<file path="config.mk">
export PLATFORM = sky130hd
export DESIGN_NAME = div_clk_monitor
export DESIGN_NICKNAME = d
export VERILOG_FILES = /design/src/rtl/div_mon_pkg.sv /design/src/rtl/div_edge_det.sv /design/src/rtl/div_clk_monitor.sv
export SDC_FILE = /design/constraint.sdc
export NUM_CORES = 1
export LEC_CHECK = 0
export CAP_MARGIN = 10
export CORE_ASPECT_RATIO = 0.7
export CORE_UTILIZATION = 34
export CTS_BUF_LIST = sky130_fd_sc_hd__clkbuf_16
export DETAILED_ROUTE_END_ITERATION = 10
export PLACE_DENSITY = 0.56
export SYNTH_ARGS = -nofsm -noshare
export SYNTH_HDL_FRONTEND = slang
export SYNTH_SLANG_ARGS = --single-unit
</file>
<file path="constraint.sdc">
create_clock -name clk -period 2.11 [get_ports clk]
set_input_delay 0.633 -clock clk [delete_from_list [all_inputs] [get_ports clk]]
set_output_delay 0.633 -clock clk [all_outputs]
set_load 0.02 [all_outputs]
</file>
<file path="src/rtl/div_mon_pkg.sv">
// Shared types and helpers for the divided-clock monitor.
package div_mon_pkg;

  typedef enum logic [1:0] {
    IDLE,
    ACQ,
    MEAS,
    LOCKED
  } div_mon_state_t;

  typedef struct packed {
    int lo;
    int hi;
  } hi_bounds_t;

  // Acceptable sampled-high window for a given divide ratio. Odd ratios
  // allow either rounding of the half period, even ratios require exact half.
  function automatic hi_bounds_t hi_bounds(input int exp_period);
    hi_bounds_t b;
    b.lo = exp_period / 2;
    b.hi = (exp_period + 1) / 2;
    return b;
  endfunction

endpackage

</file>
<file path="src/rtl/div_edge_det.sv">
// Two-stage sampler of the divided clock with rising-edge detect. The input
// is generated from clk, so no metastability synchronizer is needed.
module div_edge_det (
  input  logic clk,
  input  logic rst,
  input  logic div_clk_i,
  output logic d1,
  output logic rise
);

  logic d2;

  // Sample the divided clock and keep one cycle of history.
  always_ff @(posedge clk or posedge rst) begin
    if (rst) begin
      d1 <= 1'b0;
      d2 <= 1'b0;
    end else begin
      d1 <= div_clk_i;
      d2 <= d1;
    end
  end

  assign rise = d1 & ~d2;

endmodule

</file>
<file path="src/rtl/div_clk_monitor.sv">
// Measures period and sampled-high time of the divided clock, declares lock
// after a run of good periods, and flags mis-divided, stuck or skewed output.
//
// state  | meaning
// IDLE   | monitor disabled, counters held clear
// ACQ    | waiting for the first rising edge to start a measurement
// MEAS   | publishing measurements, counting consecutive good periods
// LOCKED | good-run target reached, any bad period drops back to MEAS
module div_clk_monitor
  import div_mon_pkg::*;
#(
  parameter int CNT_W      = 8,
  parameter int EXP_PERIOD = 9,
  parameter int LOCK_CNT   = 4
) (
  input  logic             clk,
  input  logic             rst,
  input  logic             en,
  input  logic             div_clk_i,
  output logic             locked,
  output logic             period_vld,
  output logic [CNT_W-1:0] period_val,
  output logic [CNT_W-1:0] high_val,
  output logic             period_err,
  output logic [CNT_W-1:0] err_cnt
);

  localparam hi_bounds_t       HI      = hi_bounds(EXP_PERIOD);
  localparam logic [CNT_W-1:0] CNT_MAX = {CNT_W{1'b1}};
  localparam logic [CNT_W-1:0] EXP_C   = CNT_W'(EXP_PERIOD);
  localparam logic [CNT_W-1:0] HI_MIN  = CNT_W'(HI.lo);
  localparam logic [CNT_W-1:0] HI_MAX  = CNT_W'(HI.hi);
  localparam int               GR_W    = $clog2(LOCK_CNT + 1);
  localparam logic [GR_W-1:0]  GR_LAST = GR_W'(LOCK_CNT - 1);

  div_mon_state_t   state, state_nxt;
  logic [GR_W-1:0]  good_run, good_run_nxt;
  logic [CNT_W-1:0] pcnt, hcnt;
  logic             d1, rise;
  logic             good, timeout, pub, err;

  div_edge_det u_edge (
    .clk       (clk),
    .rst       (rst),
    .div_clk_i (div_clk_i),
    .d1        (d1),
    .rise      (rise)
  );

  assign good    = (pcnt == EXP_C) && (hcnt >= HI_MIN) && (hcnt <= HI_MAX);
  assign timeout = (pcnt == CNT_MAX) && !rise;
  assign locked  = (state == LOCKED);

  // Period and high-time counters restart on every rising edge and saturate.
  always_ff @(posedge clk or posedge rst) begin
    if (rst) begin
      pcnt <= '0;
      hcnt <= '0;
    end else if (!en) begin
      pcnt <= '0;
      hcnt <= '0;
    end else if (rise) begin
      pcnt <= CNT_W'(1);
      hcnt <= CNT_W'(1);
    end else begin
      if (pcnt != CNT_MAX) pcnt <= pcnt + 1'b1;
      if (d1 && hcnt != CNT_MAX) hcnt <= hcnt + 1'b1;
    end
  end

  // State and good-run registers.
  always_ff @(posedge clk or posedge rst) begin
    if (rst) begin
      state    <= IDLE;
      good_run <= '0;
    end else begin
      state    <= state_nxt;
      good_run <= good_run_nxt;
    end
  end

  // Next state, publish and error decisions; a rise beats a timeout.
  always_comb begin
    state_nxt    = state;
    good_run_nxt = good_run;
    pub          = 1'b0;
    err          = 1'b0;
    if (!en) begin
      state_nxt    = IDLE;
      good_run_nxt = '0;
    end else begin
      case (state)
        IDLE: state_nxt = ACQ;
        ACQ: begin
          if (rise) begin
            state_nxt    = MEAS;
            good_run_nxt = '0;
          end
        end
        MEAS: begin
          if (rise) begin
            pub = 1'b1;
            if (good) begin
              good_run_nxt = good_run + 1'b1;
              if (good_run == GR_LAST) state_nxt = LOCKED;
            end else begin
              err          = 1'b1;
              good_run_nxt = '0;
            end
          end else if (timeout) begin
            err          = 1'b1;
            state_nxt    = ACQ;
            good_run_nxt = '0;
          end
        end
        LOCKED: begin
          if (rise) begin
            pub = 1'b1;
            if (!good) begin
              err          = 1'b1;
              state_nxt    = MEAS;
              good_run_nxt = '0;
            end
          end else if (timeout) begin
            err          = 1'b1;
            state_nxt    = ACQ;
            good_run_nxt = '0;
          end
        end
        default: state_nxt = IDLE;
      endcase
    end
  end

  // Registered measurement outputs and saturating error count.
  always_ff @(posedge clk or posedge rst) begin
    if (rst) begin
      period_vld <= 1'b0;
      period_err <= 1'b0;
      period_val <= '0;
      high_val   <= '0;
      err_cnt    <= '0;
    end else begin
      period_vld <= pub;
      period_err <= err;
      if (pub) begin
        period_val <= pcnt;
        high_val   <= hcnt;
      end
      if (!en) err_cnt <= '0;
      else if (err && err_cnt != CNT_MAX) err_cnt <= err_cnt + 1'b1;
    end
  end

endmodule

</file>
After elaboration in Yosys (flattened, before gate mapping)
Cells that the tools add are included.
- add/sub/neg operators: 4
- order comparisons: 2
- equal/unequal tests: 17
- mux-type cells: 33
- bitwise gates (word level): 2
- reductions and logical operators: 10
- operator list (operator ; number):
    8-bit 2-to-1 mux ; 8
    8-bit by 1-bit adder with 8-bit output (second input constant) ; 3
    8-bit != test (second input constant) ; 3
    3-bit 2-to-1 mux ; 7
    2-bit 2-to-1 mux ; 8
    4-bit != test (second input constant) ; 3
    3-bit one-hot mux with 3 select lines ; 1
    8-bit by 4-bit == test with 1-bit output (second input constant) ; 1
    8-bit == test (second input constant) ; 1
    8-bit by 3-bit >= comparator with 1-bit output (second input constant) ; 1
    8-bit by 3-bit less-or-equal comparator with 1-bit output (second input constant) ; 1
    1-bit 2-to-1 mux ; 8
    2-bit one-hot mux with 4 select lines ; 1
    3-bit by 1-bit != test with 1-bit output (second input constant) ; 2
    1-bit logical AND ; 5
    2-bit == test (second input constant) ; 2
    4-bit by 1-bit != test with 1-bit output (second input constant) ; 1
    4-bit AND reduction ; 1
    3-bit by 1-bit adder with 3-bit output (second input constant) ; 1
    3-bit by 2-bit == test with 1-bit output (second input constant) ; 1
    3-bit != test (second input constant) ; 1
    3-bit AND reduction ; 1
    2-bit by 1-bit == test with 1-bit output (second input constant) ; 1
    2-bit zero test ; 1
    5 further kinds ; 5
- register bits: 49
- bits of input ports: 4
- output and inout bits: 27
- word-level logic and storage cells: 79

Longest topological paths before layout
- depth in word-level cells: 11
- mapped depth: 8
- gate-level depth less buffers: 7

Cells and area by module
Synthesis repeated with hierarchy kept, for this count alone.
- cell total of the unflattened synthesis: 233
- area, all modules: 2481.1 µm²
- modules (own cells, without submodules) (module ; instances ; cells an instance ; area an instance (µm²) ; seq. area each (µm²)):
    div_clk_monitor ; 1 ; 229 ; 2413.6 ; 1176.1
    div_edge_det ; 1 ; 4 ; 67.6 ; 50.0

Least setup slack after synthesis
Ideal clock, no wire load.
- path kind: input-to-reg
- start: in en
- end: reg err_cnt[7]
- setup time: 0.079 ns
- data arrival time: 1.988 ns
- required time: 2.031 ns
- setup slack: 0.043 ns
- stages: 6
- buffers on the path: 1
- cells stage by stage: buf_4 -> inv_1 -> nor3_2 -> o21ai_1 -> a211oi_2 -> mux2i_1
- cells in the longest elaborated chain, start to end: 3
- elaborated cells on any way between the ends: 4
- classes of those cells: eq/ne: 1; mux: 2; reduce/logical: 1
- ends and longest elaborated chain (what ; line ; RTL):
    start: declaration ; div_clk_monitor.sv:18 ; input logic en,
    1-bit 2-to-1 mux ; div_clk_monitor.sv:88 ; if (!en) begin
    1-bit logical AND ; div_clk_monitor.sv:151 ; else if (err && err_cnt != CNT_MAX) err_cnt <= err_cnt + 1'b1;
    2-bit by 1-bit != test with 1-bit output (no line) ; - ;
    end signal: assignment ; div_clk_monitor.sv:151 ;
    end: declaration ; div_clk_monitor.sv:25 ; output logic [CNT_W-1:0] err_cnt
Several ways; a longest one is shown, not always the timed one.
A chain may end at the register's enable or synchronous reset.

Worst setup path in the final report
- start: reg err_cnt[0]
- end: out err_cnt[0]
No word-level cell between the ends.

==> run_results.csv <==
group,metric,value,unit
final_layout,fillers,708,
setup_path,cp.required,1.48,ns
routing,drt_iter0_drc,111,
die,dieArea,7880,um2
die,start_util,35.1,%
routing,drtPass1Iterations,4,
routing,drtAntennaViolNets,0,
global_route,grt_pass1_vias,1860,
final_layout,n_antenna_cell,0,
global_route,antenna_found_initial,0,
placement,place_ws,-0.183,ns
pwr,power.density,756,nW/um2
setup_path,cp_cell_sequence,"clkdlybuf4s50_1",
global_route,grt_max_degree,50,
pwr,switching_share,26.9,%
cts,cts.sinks,49,
setup_path,worstPathArrival,1.36,ns
final_layout,fin_area,3270,um2
setup_path,cp_top_family,"buffers and inverters",
timing,layout_setup_ws,0.117,ns
cts,cts_inserted_buffers,5,
logic_synthesis,synth_seq_cells,49,
setup_path,crit_fanout,6,
final_layout,multiInputGateArea,1240,um2
pwr,leakage,1.42,nW
cts,cts.reportedPaths.clkPinSlew,0.06,ns
final_layout,area.sequential,1230,um2
routing,vias,1978,
placement,placed_area,3090,um2
logic_synthesis,yosysUniqueCellTypes,50,
pwr,power_switching,0.000665,W
die,die_x,106,um
pwr,p_seq_share,42.7,%
timing,fmax,0.502,GHz
outcome,outcome,"complete, no violations",
pwr,p_comb_share,21.6,%
setup_path,cp_slowest_stage_delay,0.64,ns
logic_synthesis,synth_edf_count,0,
routing,wire_per_inst,13.4,um
logic_synthesis,ys_seq_area_share,47.9,%
timing,rsz0062_at_grt,"false",
timing,setup_violations,0,
cts,ctsResizeCount,1,
die,fp-row-count,26,
timing,tightest_slew,0.326,ns
setup_path,slowest_stage,"clkdlybuf4s50_1",
die,die_height,74.6,um
routing,drt-total-wl,5.26,mm
routing,wl_met2,2.13,mm
timing,slew_viol_final,0,
cts,cts_buffer_depth,2,
pwr,p_clk_share,35.7,%
setup_path,critPathKind,"register to output port",
routing,wl_met3,178,um
flow_run,cap_violations,0,
cts,post_cts_buffers,0,
timing,fin_skew,0.00311,ns
placement,port_buffers,30,
cts,htreeDepth,2,
setup_path,critical_path_buf_inv_count,1,
routing,drc,0,
timing,period_minus_slack,1.99,ns
final_layout,area_delta_synth_final,27.6,%
cts,clock_latency,0.28,ns
timing,max_slew_margin,78.2,%
die,io_pins,31,
timing,finalHoldViolCount,0,
final_layout,drive_gt1_share,17.7,%
pwr,ir_drop,353,uV
routing,highest_layer,"met4",
placement,dp_hpwl,3.75,mm
routing,viasPerCell,5.05,
timing,period_share,94.5,%
routing,drt-met1-wl,2.91,mm
cts,ctsHoldBuffers,0,
global_route,grt_pass1_wl,9.19,mm
cts,cts-root-buf,"clkbuf_16",
logic_synthesis,synthCells,245,
setup_path,start_kind,"register",
die,core,7290,um2
setup_path,end_kind,"output port",
logic_synthesis,synthFlopType,"dfrtp_1",
logic_synthesis,netlist_area,2560,um2
pwr,p_int,0.00180,W
global_route,overflow,0,
global_route,gr-usage-all-layers,15.1,%
logic_synthesis,syn_nets,261,
logic_synthesis,synth.avg_cell_area,10.4,um2
cts,cts_tree,"built",
placement,place_congestion,0.795,
logic_synthesis,async_reset_ff_share,100,%
logic_synthesis,ys.warnings.count,0,
min_path,hold_class,"register to register",
final_layout,nets,309,
-- sequential cells by signal, indices dropped and copies added (netlist names) --
| signal | cells |
|---|---|
| period_err | 1 |
| err_cnt | 8 |
| high_val | 8 |
| u_edge.d2 | 1 |
| good_run | 3 |
| period_val | 8 |
| period_vld | 1 |
| state | 2 |
| hcnt | 8 |
| pcnt | 8 |
| u_edge.d1 | 1 |
-- Yosys cell counts, drive strengths merged (2+ instances only) --
| library cell | n | area, um2 |
|---|---|---|
| nor4b | 2 | 17.5 |
| xor2 | 7 | 61.3 |
| o211ai | 2 | 15.0 |
| ha | 12 | 150 |
| nand2 | 20 | 75.1 |
| nand3 | 9 | 57.6 |
| nor2 | 20 | 75.1 |
| clkbuf | 3 | 12.5 |
| nor2b | 2 | 12.5 |
| o21ai | 11 | 55.1 |
| nand3b | 2 | 15.0 |
| mux2i | 7 | 70.1 |
| buf | 5 | 32.5 |
| nand2b | 4 | 25.0 |
| inv | 14 | 52.6 |
| mux2 | 16 | 180 |
| dfrtp | 49 | 1230 |
| o2111ai | 2 | 17.5 |
| xnor2 | 3 | 26.3 |
| o32ai | 2 | 17.5 |
| nor3 | 8 | 45.0 |
| and3 | 6 | 40.0 |
| a211oi | 5 | 42.5 |
| nand4 | 6 | 37.5 |
| a311oi | 3 | 26.3 |
| and2 | 2 | 12.5 |
| and4 | 2 | 20.0 |
| a21oi | 10 | 50.1 |
-- power groups by stage --
| stage | clock, W | combinational [W] | sequential (W) |
|---|---|---|---|
| floorplan | 0 | 0.000274 | 0.00112 |
| global placement | 0 | 0.000530 | 0.00107 |
| detailed placement | 0 | 0.000531 | 0.00107 |
| CTS | 0.000908 | 0.000532 | 0.00106 |
| global route | 0.000945 | 0.000592 | 0.00107 |
| finish | 0.000881 | 0.000533 | 0.00106 |
-- metal layers --
metal | up-vias | global-route usage [%]
li1 | 981 | -
met2 | 40 | 21.9
met4 | 0 | 4.63
met5 | - | 0
met3 | 4 | 3.16
met1 | 953 | 22.5
-- path summary, 6_finish.rpt --
kind | startpoint | to | slack, ns | cells past startpoint
max | err_cnt[0] | err_cnt[0] | 0.12 | 1
min | u_edge.d1 | u_edge.d2 | 0.46 | 0
max reg2reg | pcnt[0] | err_cnt[7] | 0.17 | 6
min reg2reg | u_edge.d1 | u_edge.d2 | 0.46 | 0
max in group asynchronous | rst | err_cnt[7] | 1.18 | 3
min in group asynchronous | rst | high_val[3] | 0.70 | 3
-- metrics by stage --
stage | hold WS, ns | total power [W] | utilization [%] | std cells | TNS (ns)
2_1_floorplan | 0.402 | 0.00139 | - | 245 | 0
3_3_place_gp | 0.446 | 0.00160 | 42.4 | 384 | -3.36
3_5_place_dp | 0.449 | 0.00160 | 42.4 | 384 | -3.61
4_1_cts | 0.464 | 0.00250 | 44.6 | 392 | 0
5_1_grt | 0.497 | 0.00260 | 44.8 | 392 | 0
6_report | 0.459 | 0.00247 | 44.8 | 392 | 0
-- cells in the final DEF (no fill, tap or decap), types with 3 or more instances in the layout --
cell / synthesis / final
dfrtp_1: 49 / 49
clkdlybuf4s50_1: 0 / 29
nor2_1: 20 / 20
nand2_1: 20 / 20
buf_4: 1 / 17
mux2_2: 16 / 16
inv_1: 14 / 14
ha_1: 12 / 12
a21oi_1: 10 / 10
o21ai_0: 10 / 10
nand3_1: 8 / 8
nor3_1: 7 / 7
xor2_1: 7 / 7
mux2i_1: 7 / 7
nand4_1: 6 / 6
clkbuf_16: 0 / 5
nand2b_1: 4 / 4
a211oi_1: 4 / 4
and3_1: 4 / 4
xnor2_1: 3 / 3
a311oi_1: 3 / 3
-- cell families after synthesis --
family | count (synthesis) | synth area share, %
and+or+nand+nor | 87 | 18.1
DFF | 49 | 47.9
AOI/OAI and AO/OA | 42 | 11.1
muxes | 23 | 9.78
buffers and inverters | 22 | 3.81
adders and majority gates | 12 | 5.87
xor gates and xnor gates | 10 | 3.42
-- cell type report --
cell class / count / share of cell area (%)
Multi-Input combinational cell: 174 / 38.1
Clock buffer: 5 / 3.83
Clock inverter: 3 / 1.15
Sequential cell: 49 / 37.5
Tap cell: 98 / 3.75
Timing Repair Buffer: 49 / 14.0
Inverter: 14 / 1.61
Power figures use the tool's default switching activity.
